==> src/rtl/mem_rr_arbiter_if.sv <==
// Requester and memory-side bundle for mem_rr_arbiter.
// The client/memory side uses the master modport and the arbiter uses the slave modport.
interface mem_rr_arbiter_if #(
    parameter int WIDTH = 16,
    parameter int SIZE  = 64,
    parameter int LSIZE = $clog2(SIZE),
    parameter int NREQ  = 4
);
    logic [NREQ-1:0]             req_valid;
    logic [NREQ-1:0]             req_we;
    logic [NREQ-1:0]             req_lock;
    logic [NREQ-1:0][LSIZE-1:0]  req_addr;
    logic [NREQ-1:0][WIDTH-1:0]  req_wdata;
    logic [NREQ-1:0]             req_ready;
    logic [NREQ-1:0]             rsp_valid;
    logic [WIDTH-1:0]            rsp_rdata;
    logic                        mem_wr_en;
    logic [LSIZE-1:0]            mem_wr_addr;
    logic [WIDTH-1:0]            mem_data_in;
    logic [LSIZE-1:0]            mem_rd_addr;
    logic [WIDTH-1:0]            mem_data_out;

    modport master (
        output req_valid, req_we, req_lock, req_addr, req_wdata, mem_data_out,
        input  req_ready, rsp_valid, rsp_rdata,
        input  mem_wr_en, mem_wr_addr, mem_data_in, mem_rd_addr
    );

    modport slave (
        input  req_valid, req_we, req_lock, req_addr, req_wdata, mem_data_out,
        output req_ready, rsp_valid, rsp_rdata,
        output mem_wr_en, mem_wr_addr, mem_data_in, mem_rd_addr
    );
endinterface

==> src/rtl/mem_rr_arbiter.sv <==
// Round-robin arbiter giving NREQ requesters one memory access per cycle,
// with bounded lock bursts and a registered 1-cycle read response.
module mem_rr_arbiter #(
    parameter int WIDTH     = 16,
    parameter int SIZE      = 64,
    parameter int LSIZE     = $clog2(SIZE),
    parameter int NREQ      = 4,
    parameter int MAX_BURST = 4
) (
    input  logic             clk,
    input  logic             rst_n,
    mem_rr_arbiter_if.slave  io_bus
);
    localparam int PW = (NREQ > 1) ? $clog2(NREQ) : 1;
    localparam int CW = $clog2(MAX_BURST + 1);

    typedef enum logic [0:0] {
        ST_ARB    = 1'b0,
        ST_LOCKED = 1'b1
    } state_t;

    function automatic logic [PW-1:0] next_idx(input logic [PW-1:0] idx);
        if (idx == PW'(NREQ - 1)) begin
            next_idx = {PW{1'b0}};
        end else begin
            next_idx = idx + PW'(1);
        end
    endfunction

    state_t            r_state;
    logic [PW-1:0]     r_ptr;
    logic [CW-1:0]     r_burst_cnt;
    logic [NREQ-1:0]   r_rsp_valid;
    logic [WIDTH-1:0]  r_rsp_rdata;

    logic [PW-1:0]     w_winner;
    logic              w_found;
    logic              w_sel_we;
    logic              w_sel_lock;
    logic [LSIZE-1:0]  w_sel_addr;
    logic [WIDTH-1:0]  w_sel_wdata;
    logic              w_burst_more;
    state_t            w_rot_state;
    logic [PW-1:0]     w_rot_ptr;
    logic [CW-1:0]     w_rot_cnt;

    // First valid requester scanning upward from the pointer, modulo NREQ.
    always_comb begin
        logic [PW-1:0] idx;
        idx      = r_ptr;
        w_found  = 1'b0;
        w_winner = r_ptr;
        for (int k = 0; k < NREQ; k++) begin
            if (!w_found && io_bus.req_valid[idx]) begin
                w_found  = 1'b1;
                w_winner = idx;
            end else begin
                w_found  = w_found;
            end
            idx = next_idx(idx);
        end
    end

    assign w_sel_we     = w_found & io_bus.req_we[w_winner];
    assign w_sel_lock   = w_found & io_bus.req_lock[w_winner];
    assign w_sel_addr   = io_bus.req_addr[w_winner];
    assign w_sel_wdata  = io_bus.req_wdata[w_winner];
    assign w_burst_more = (int'(r_burst_cnt) + 32'sd1) < MAX_BURST;

    // Grant and memory port drive, combinational in the grant cycle.
    always_comb begin
        io_bus.req_ready   = {NREQ{1'b0}};
        io_bus.mem_wr_en   = 1'b0;
        io_bus.mem_wr_addr = {LSIZE{1'b0}};
        io_bus.mem_data_in = {WIDTH{1'b0}};
        io_bus.mem_rd_addr = {LSIZE{1'b0}};
        if (w_found) begin
            io_bus.req_ready[w_winner] = 1'b1;
            if (w_sel_we) begin
                io_bus.mem_wr_en   = 1'b1;
                io_bus.mem_wr_addr = w_sel_addr;
                io_bus.mem_data_in = w_sel_wdata;
            end else begin
                io_bus.mem_rd_addr = w_sel_addr;
            end
        end else begin
            io_bus.req_ready = {NREQ{1'b0}};
        end
    end

    // Plain rotation outcome; also used when a lock owner goes absent, in which
    // case the cycle behaves as ARB with the pointer already past the owner.
    always_comb begin
        w_rot_state = ST_ARB;
        w_rot_cnt   = {CW{1'b0}};
        w_rot_ptr   = (r_state == ST_LOCKED) ? next_idx(r_ptr) : r_ptr;
        if (w_found) begin
            if (w_sel_lock && (MAX_BURST > 1)) begin
                w_rot_state = ST_LOCKED;
                w_rot_ptr   = w_winner;
                w_rot_cnt   = CW'(1);
            end else begin
                w_rot_ptr   = next_idx(w_winner);
            end
        end else begin
            w_rot_cnt   = {CW{1'b0}};
        end
    end

    // Arbitration FSM: pointer, lock ownership and burst length.
    always_ff @(posedge clk or negedge rst_n) begin
        if (!rst_n) begin
            r_state     <= ST_ARB;
            r_ptr       <= {PW{1'b0}};
            r_burst_cnt <= {CW{1'b0}};
        end else begin
            case (r_state)
                ST_ARB: begin
                    r_state     <= w_rot_state;
                    r_ptr       <= w_rot_ptr;
                    r_burst_cnt <= w_rot_cnt;
                end
                ST_LOCKED: begin
                    if (io_bus.req_valid[r_ptr]) begin
                        if (w_sel_lock && w_burst_more) begin
                            r_burst_cnt <= r_burst_cnt + CW'(1);
                        end else begin
                            r_state     <= ST_ARB;
                            r_ptr       <= next_idx(r_ptr);
                            r_burst_cnt <= {CW{1'b0}};
                        end
                    end else begin
                        r_state     <= w_rot_state;
                        r_ptr       <= w_rot_ptr;
                        r_burst_cnt <= w_rot_cnt;
                    end
                end
                default: begin
                    r_state     <= ST_ARB;
                    r_ptr       <= {PW{1'b0}};
                    r_burst_cnt <= {CW{1'b0}};
                end
            endcase
        end
    end

    // Read response: one-cycle strobe, data held until the next read.
    always_ff @(posedge clk or negedge rst_n) begin
        if (!rst_n) begin
            r_rsp_valid <= {NREQ{1'b0}};
            r_rsp_rdata <= {WIDTH{1'b0}};
        end else if (w_found && !w_sel_we) begin
            r_rsp_valid <= NREQ'(1) << w_winner;
            r_rsp_rdata <= io_bus.mem_data_out;
        end else begin
            r_rsp_valid <= {NREQ{1'b0}};
        end
    end

    assign io_bus.rsp_valid = r_rsp_valid;
    assign io_bus.rsp_rdata = r_rsp_rdata;
endmodule
==> src/flat_wrapper.sv <==
// flat-port wrapper written by rule: the top's interface ports become plain ports
module mem_rr_arbiter_flat 
#(
    parameter int WIDTH     = 16,
    parameter int SIZE      = 64,
    parameter int LSIZE     = $clog2(SIZE),
    parameter int NREQ      = 4,
    parameter int MAX_BURST = 4
)
  (clk, rst_n, io_bus_req_valid, io_bus_req_we, io_bus_req_lock, io_bus_req_addr, io_bus_req_wdata, io_bus_mem_data_out, io_bus_req_ready, io_bus_rsp_valid, io_bus_rsp_rdata, io_bus_mem_wr_en, io_bus_mem_wr_addr, io_bus_mem_data_in, io_bus_mem_rd_addr);
  mem_rr_arbiter_if #(.WIDTH(WIDTH), .SIZE(SIZE), .LSIZE(LSIZE), .NREQ(NREQ)) io_bus_i ();
  input  logic clk;
  input  logic rst_n;
  input wire logic [$bits(io_bus_i.req_valid)-1:0] io_bus_req_valid;
  input wire logic [$bits(io_bus_i.req_we)-1:0] io_bus_req_we;
  input wire logic [$bits(io_bus_i.req_lock)-1:0] io_bus_req_lock;
  input wire logic [$bits(io_bus_i.req_addr)-1:0] io_bus_req_addr;
  input wire logic [$bits(io_bus_i.req_wdata)-1:0] io_bus_req_wdata;
  input wire logic [$bits(io_bus_i.mem_data_out)-1:0] io_bus_mem_data_out;
  output wire logic [$bits(io_bus_i.req_ready)-1:0] io_bus_req_ready;
  output wire logic [$bits(io_bus_i.rsp_valid)-1:0] io_bus_rsp_valid;
  output wire logic [$bits(io_bus_i.rsp_rdata)-1:0] io_bus_rsp_rdata;
  output wire logic [$bits(io_bus_i.mem_wr_en)-1:0] io_bus_mem_wr_en;
  output wire logic [$bits(io_bus_i.mem_wr_addr)-1:0] io_bus_mem_wr_addr;
  output wire logic [$bits(io_bus_i.mem_data_in)-1:0] io_bus_mem_data_in;
  output wire logic [$bits(io_bus_i.mem_rd_addr)-1:0] io_bus_mem_rd_addr;
  assign io_bus_i.req_valid = io_bus_req_valid;
  assign io_bus_i.req_we = io_bus_req_we;
  assign io_bus_i.req_lock = io_bus_req_lock;
  assign io_bus_i.req_addr = io_bus_req_addr;
  assign io_bus_i.req_wdata = io_bus_req_wdata;
  assign io_bus_i.mem_data_out = io_bus_mem_data_out;
  assign io_bus_req_ready = io_bus_i.req_ready;
  assign io_bus_rsp_valid = io_bus_i.rsp_valid;
  assign io_bus_rsp_rdata = io_bus_i.rsp_rdata;
  assign io_bus_mem_wr_en = io_bus_i.mem_wr_en;
  assign io_bus_mem_wr_addr = io_bus_i.mem_wr_addr;
  assign io_bus_mem_data_in = io_bus_i.mem_data_in;
  assign io_bus_mem_rd_addr = io_bus_i.mem_rd_addr;
  mem_rr_arbiter #(.WIDTH(WIDTH), .SIZE(SIZE), .LSIZE(LSIZE), .NREQ(NREQ), .MAX_BURST(MAX_BURST)) u_core (.clk(clk), .rst_n(rst_n), .io_bus(io_bus_i));
endmodule
==> config.mk <==
export PLATFORM = sky130hd
export DESIGN_NAME = mem_rr_arbiter_flat
export DESIGN_NICKNAME = d
export VERILOG_FILES = /design/src/rtl/mem_rr_arbiter_if.sv /design/src/rtl/mem_rr_arbiter.sv /design/src/flat_wrapper.sv
export SDC_FILE = /design/constraint.sdc
export NUM_CORES = 1
export LEC_CHECK = 0
export CAP_MARGIN = 10
export CORE_MARGIN = 2
export CORE_UTILIZATION = 31
export DETAILED_ROUTE_END_ITERATION = 10
export DONT_BUFFER_PORTS = 1
export PLACE_DENSITY_LB_ADDON = 0.1
export SLEW_MARGIN = 30
export SYNTH_ARGS = -nofsm -noshare
export SYNTH_HDL_FRONTEND = slang
export SYNTH_SLANG_ARGS = --single-unit
==> constraint.sdc <==
create_clock -name clk -period 3.2 [get_ports clk]
set_clock_uncertainty 0.2 [all_clocks]
set_input_delay 0.16 -clock clk [delete_from_list [all_inputs] [get_ports clk]]
set_output_delay 0.16 -clock clk [all_outputs]
set_load 0.005 [all_outputs]
**After elaboration in Yosys (flattened, before gate mapping)**

Index checks and enable logic that the tools add are counted.

- Equal/unequal tests: 5
- Muxes and demuxes: 55
- Bitwise gates (word level): 3
- Order comparisons: 7
- Add/sub/neg operators: 6
- Reduce and logical (&&, ||, !) cells: 10
- Shifts and indexed selects: 1

Operators with widths:

| cell | count |
|---|---|
| $mux W16 | 3 |
| $bmux W16 S2 | 1 |
| $lt A32 B4 Y1 const B | 1 |
| $mux W6 | 5 |
| $mux W2 | 12 |
| $mux W1 | 19 |
| $lt A2 B3 Y1 const B | 5 |
| $bmux W1 S2 | 6 |
| $bmux W6 S2 | 1 |
| $add A2 B1 Y2 const B | 4 |
| $eq A2 B2 Y1 const B | 4 |
| $mux W4 | 2 |
| $logic_and A1 B1 Y1 | 6 |
| $mux W3 | 2 |
| $pmux W3 S2 | 1 |
| $add A3 B1 Y4 const B | 1 |
| $logic_not A1 Y1 | 4 |
| $pmux W2 S2 | 1 |
| $shl A1 B2 Y4 const A | 1 |
| $add A3 B1 Y3 const B | 1 |
| $ne A3 B3 Y1 const B | 1 |
| $and A1 B1 Y1 | 2 |
| $demux W1 S2 | 1 |
| $ge A2 B1 Y1 const B | 1 |
| 2 further kinds | 2 |

- Output and inout port bits: 53
- Register bits after elaboration: 26
- Input port bits: 118
- Logic and storage cells: 92

**Longest topological paths before layout**

- Depth after elaboration: 19
- Depth in mapped cells: 12
- Gate-level depth less buffers: 10

**Worst setup path after synthesis**

OpenSTA, ideal clock, no wires.

- Kind: flip-flop to flip-flop
- Start: reg u_core.r_ptr[0]
- End: reg u_core.r_rsp_rdata[0], in the netlist u_core.io_bus.rsp_rdata[0]
- Library setup time: 0.125 ns
- Buffers on the path: 2
- Path slack: -0.018 ns
- Arrival: 2.894 ns
- Clock period less this slack: 3.218 ns
- Cell stages (with the launch flop): 12
- Data required time: 2.875 ns
- Path through: dfrtp_1 > ha_1 > buf_2 > or4b_1 > a211o_1 > a32oi_1 > a21oi_2 > mux2i_1 > mux2_4 > nand2_4 > buf_6 > mux2_2

- Cells in the longest elaborated chain, start to end: 17
- Elaborated cells between the ends (all ways): 35
- Those cells by class: 3 x add/sub; 3 x eq/ne; 20 x mux; 1 x bitwise; 8 x reduce/logical

Ends and longest elaborated chain:

| element | line | RTL |
|---|---|---|
| start: declaration | mem_rr_arbiter.sv:31 | `logic [PW-1:0] r_ptr;` |
| start signal: assignment | mem_rr_arbiter.sv:114 | `r_ptr <= {PW{1'b0}};` |
| start signal: assignment | mem_rr_arbiter.sv:120 | `r_ptr <= w_rot_ptr;` |
| start signal: assignment | mem_rr_arbiter.sv:129 | `r_ptr <= next_idx(r_ptr);` |
| parallel branches: the longest is 16 deep, another holds $add A2 B1 Y2 | - |  |
| $logic_and A1 B1 Y1 * | mem_rr_arbiter.sv:152 | `end else if (w_found && !w_sel_we) begin` |
| end signal: assignment | mem_rr_arbiter.sv:151 | `r_rsp_rdata <= {WIDTH{1'b0}};` |
| end signal: assignment | mem_rr_arbiter.sv:154 | `r_rsp_rdata <= io_bus.mem_data_out;` |
| end: declaration | mem_rr_arbiter.sv:34 | `logic [WIDTH-1:0] r_rsp_rdata;` |

Every way passes the cells marked *. The select of a mux whose other input is x is not followed.
A chain may end at the register's enable or synchronous reset.

**Worst setup path in the final report**

- Start: reg u_core.r_ptr[1]
- End: out io_bus_mem_data_in[10]

- Cells in the longest elaborated chain, start to end: 17
- Elaborated cells between the ends (all ways): 37
- Those cells by class: 3 x add/sub; 3 x eq/ne; 24 x mux; 1 x bitwise; 6 x reduce/logical

Ends and longest elaborated chain:

| element | line | RTL |
|---|---|---|
| parallel branches: the longest is 16 deep, another holds $add A2 B1 Y2 | - |  |
| $mux W16 * | mem_rr_arbiter.sv:77 | `if (w_found) begin` |
| end: declaration | flat_wrapper.sv:25 | `output wire logic [$bits(io_bus_i.mem_data_in)-1:0] io_bus_mem_data_in;` |

Marked as above.

==> impl_metrics.py <==
metrics = {
    "global_route": {
        "grt_pass1_wl_um": 11000,
        "grt_start_max_net_pins": 40,
        "overflow": 0,
        "antenna_found_initial": 0,
        "grt_pass1_vias": 2125,
        "grt_usage_pct": 15.6,
    },
    "synth": {
        "synth-seq-cells": 26,
        "synth_area_sq_um": 2580,
        "synthesis.instances": 271,
        "synth_seq_area_share_pct": 25.2,
        "synth_fp_nets": 395,
        "postSynth.asyncResetShare_pct": 100,
        "synth_ff_type": "sky130_fd_sc_hd__dfrtp_1",
        "synth_enable_flop_cells": 0,
        "synthesis.yosys.warnings": 0,
        "synth_area_per_inst_sq_um": 9.52,
        "synth.lib_cells_used.distinct": 60,
    },
    "cells_and_area": {
        "diodes": 0,
        "final_common_cell": "sky130_fd_sc_hd__mux2i_1",
        "layout.filler_cells": 753,
        "area_delta_synth_final_pct": 39.2,
        "final_layout_size_suffix_gt1_share_pct": 39.5,
        "stdcell_area_sq_um": 3590,
        "layout.nets": 432,
        "leading_cell_types_in_the_layout_fill_and_taps_excluded": "sky130_fd_sc_hd__mux2i_1 (31), sky130_fd_sc_hd__dfrtp_1 (26), sky130_fd_sc_hd__nor2b_1 (18), sky130_fd_sc_hd__buf_4 (18), sky130_fd_sc_hd__dlygate4sd3_1 (17)",
    },
    "floorplan": {
        "dieArea_sq_um": 9060,
        "floorplan.initialDensity_pct": 31.7,
        "rows": 33,
        "design.core.area_sq_um": 8130,
        "die_height_um": 95.2,
        "die_w_um": 95.2,
        "io-pin-count": 171,
    },
    "clock_tree": {
        "clock_insertion_delay_worst_skew_ns": 0.26,
        "clock_sinks": 26,
        "root_buffer": "sky130_fd_sc_hd__clkbuf_8",
        "cts-buffers-inserted": 3,
        "tritoncts": "yes",
        "cts-htree-levels": 1,
        "clk_pin_slew_worst_paths_ns": 0.09,
        "clock_tree.buffer_depth": 2,
    },
    "run_status": {
        "status": "finished, violations left",
        "failed_checks": "negative setup slack",
    },
    "place": {
        "pre_cts_slack_ns": -0.00501,
        "postPlaceCellArea_sq_um": 2750,
        "globalplace.congestion": 0.754,
        "post-dp-hpwl_um": 5490,
        "io_buffer_count": 0,
    },
    "worst_setup_path": {
        "worstPathRequired_ns": 2.84,
        "crit-reg2reg-capture": "u_core.io_bus.rsp_rdata[1]",
        "cp-start-kind": "register",
        "worstPathArrival_ns": 2.97,
        "end_kind": "primary output",
        "cp_max_fo": 6,
        "timing.reg2reg.setup_slack_ns": 0,
        "setup.worst_path.class": "reg2out",
        "rr_startpoint": "u_core.r_ptr[1]",
        "worst_r2r_path_depth": 11,
    },
    "sta": {
        "worst_case_setup_margin_in_the_final_layout_ns": -0.130,
        "number_of_setup_violations_in_the_final_report": 27,
        "count_of_pins_over_their_slew_limit": 0,
        "fin_crit_ns": 3.33,
        "final_hold_viol_count": 0,
        "rsz0062_at_grt": "true",
        "fin_crit_share_pct": 104,
        "max_freq_mhz": 300,
    },
    "worst_hold_path": {
        "timing.hold.worst.class": "in2async",
    },
    "detailed_routing": {
        "antenna_left": 0,
        "initialDrtViolationCount": 48,
        "wirelength_um": 8330,
        "num_vias": 2249,
        "drt_pass1_iterations": 4,
        "vias_per_cell": 5.47,
        "wl_per_cell_um": 20.3,
        "post-route-drc-count": 0,
    },
    "job": {
        "maxCapViolCount": 0,
    },
}
metrics by stage:
| stage | util [%] | hold slack, ns | std cells | TNS (ns) |
|---|---|---|---|---|
| detailed placement | 33.8 | -0.335 | 375 | -0.00501 |
| global route | 44.1 | 0.128 | 411 | -7.85 |
| finish | 44.1 | 0.124 | 411 | -1.91 |
| floorplan | - | -0.336 | 271 | 0 |
| global placement | 33.8 | -0.335 | 375 | -0.0323 |
| CTS | 41.8 | 0.131 | 407 | -2.58 |
worst max path at each step:
| stage | startpoint | end | slack, ns | cells after the start |
|---|---|---|---|---|
| floorplan | u_core.r_ptr[0] | u_core.io_bus.rsp_rdata[0] | 0.01 | 11 |
| global placement | u_core.r_ptr[0] | io_bus_mem_data_in[0] | -0.01 | 9 |
| detailed placement | u_core.r_ptr[0] | io_bus_mem_data_in[0] | -0.005 | 10 |
| CTS | u_core.r_ptr[1] | io_bus_mem_data_in[3] | -0.15 | 9 |
| global route | u_core.r_ptr[0] | io_bus_mem_data_in[10] | -0.27 | 9 |
| finish | u_core.r_ptr[1] | io_bus_mem_data_in[10] | -0.13 | 9 |
Yosys cell counts, types with 2 or more instances:
master / count / area [sq um]
sky130_fd_sc_hd__clkbuf_1: 7 / 26.3
sky130_fd_sc_hd__buf_2: 5 / 25.0
sky130_fd_sc_hd__o21ai_0: 7 / 35.0
sky130_fd_sc_hd__a211oi_2: 13 / 163
sky130_fd_sc_hd__mux2i_1: 31 / 310
sky130_fd_sc_hd__o311a_1: 3 / 30.0
sky130_fd_sc_hd__a211oi_1: 20 / 150
sky130_fd_sc_hd__inv_1: 6 / 22.5
sky130_fd_sc_hd__nor3_1: 2 / 10.0
sky130_fd_sc_hd__nand3_1: 3 / 15.0
sky130_fd_sc_hd__and2_1: 8 / 50.1
sky130_fd_sc_hd__buf_6: 7 / 78.8
sky130_fd_sc_hd__a211o_1: 3 / 26.3
sky130_fd_sc_hd__dfrtp_1: 26 / 651
sky130_fd_sc_hd__and3_1: 2 / 12.5
sky130_fd_sc_hd__a21oi_1: 3 / 15.0
sky130_fd_sc_hd__ha_1: 6 / 75.1
sky130_fd_sc_hd__nor2b_1: 18 / 113
sky130_fd_sc_hd__mux2_2: 23 / 259
sky130_fd_sc_hd__nand2_1: 15 / 56.3
sky130_fd_sc_hd__a221oi_1: 2 / 17.5
sky130_fd_sc_hd__nor2_1: 20 / 75.1
sky130_fd_sc_hd__o21ba_2: 2 / 20.0
sky130_fd_sc_hd__or2_2: 3 / 18.8
worst max-delay path, stage by stage (launching register included):
cell and delay [ns]:
sky130_fd_sc_hd__dfrtp_1 0.43, sky130_fd_sc_hd__ha_4 0.28, sky130_fd_sc_hd__or4b_1 0.43, sky130_fd_sc_hd__a211o_1 0.28, sky130_fd_sc_hd__a32oi_2 0.25, sky130_fd_sc_hd__a21oi_4 0.10, sky130_fd_sc_hd__mux2i_1 0.13, sky130_fd_sc_hd__mux2_4 0.33
sky130_fd_sc_hd__nand2b_4 0.22, sky130_fd_sc_hd__a211oi_2 0.26
logic make-up after synthesis:
group / synth area share, %
AOI/OAI and AO/OA: 23.3
buffers and inverters: 7.08
other: 0.145
and+or+nand+nor: 17.8
DFF: 25.2
muxes: 23.5
adders and majority gates: 2.91
metal layers:
layer / share of wire [%] / track usage [%]
met4: 0.89 / 1.93
met5: 0 / 0
met3: 7.0 / 3.32
met1: 39 / 18.1
met2: 53 / 29.9
cell type report:
type                       count  area, sq um  share of cell area, %
tap                          105          131                   3.66
inverter                       7         28.8                  0.802
timing repair buffer          52          636                   17.7
multi-input combinational    218         2100                   58.5
sequential                    26          651                   18.1
clock buffer                   3         41.3                   1.15
sequential cells by signal, summed over array words and instances, names as in the netlist:
name,flops
u_core.r_state,1
u_core.r_ptr,2
u_core.io_bus.rsp_valid,4
u_core.io_bus.rsp_rdata,16
u_core.r_burst_cnt,3
repair_timing:
action                                  4_1_cts  5_1_grt
endpoints found under the setup margin       29       50
cloned                                        4        3
pin swaps                                     8        2
endpoints found under the hold margin        42        0
buffers inserted                              7        1
resized for setup                            71       20
hold buffers                                 18        0
Power is left out: the tool's default activity adds up to more than one toggle a clock period on the data nets, which glitch-free logic cannot reach.
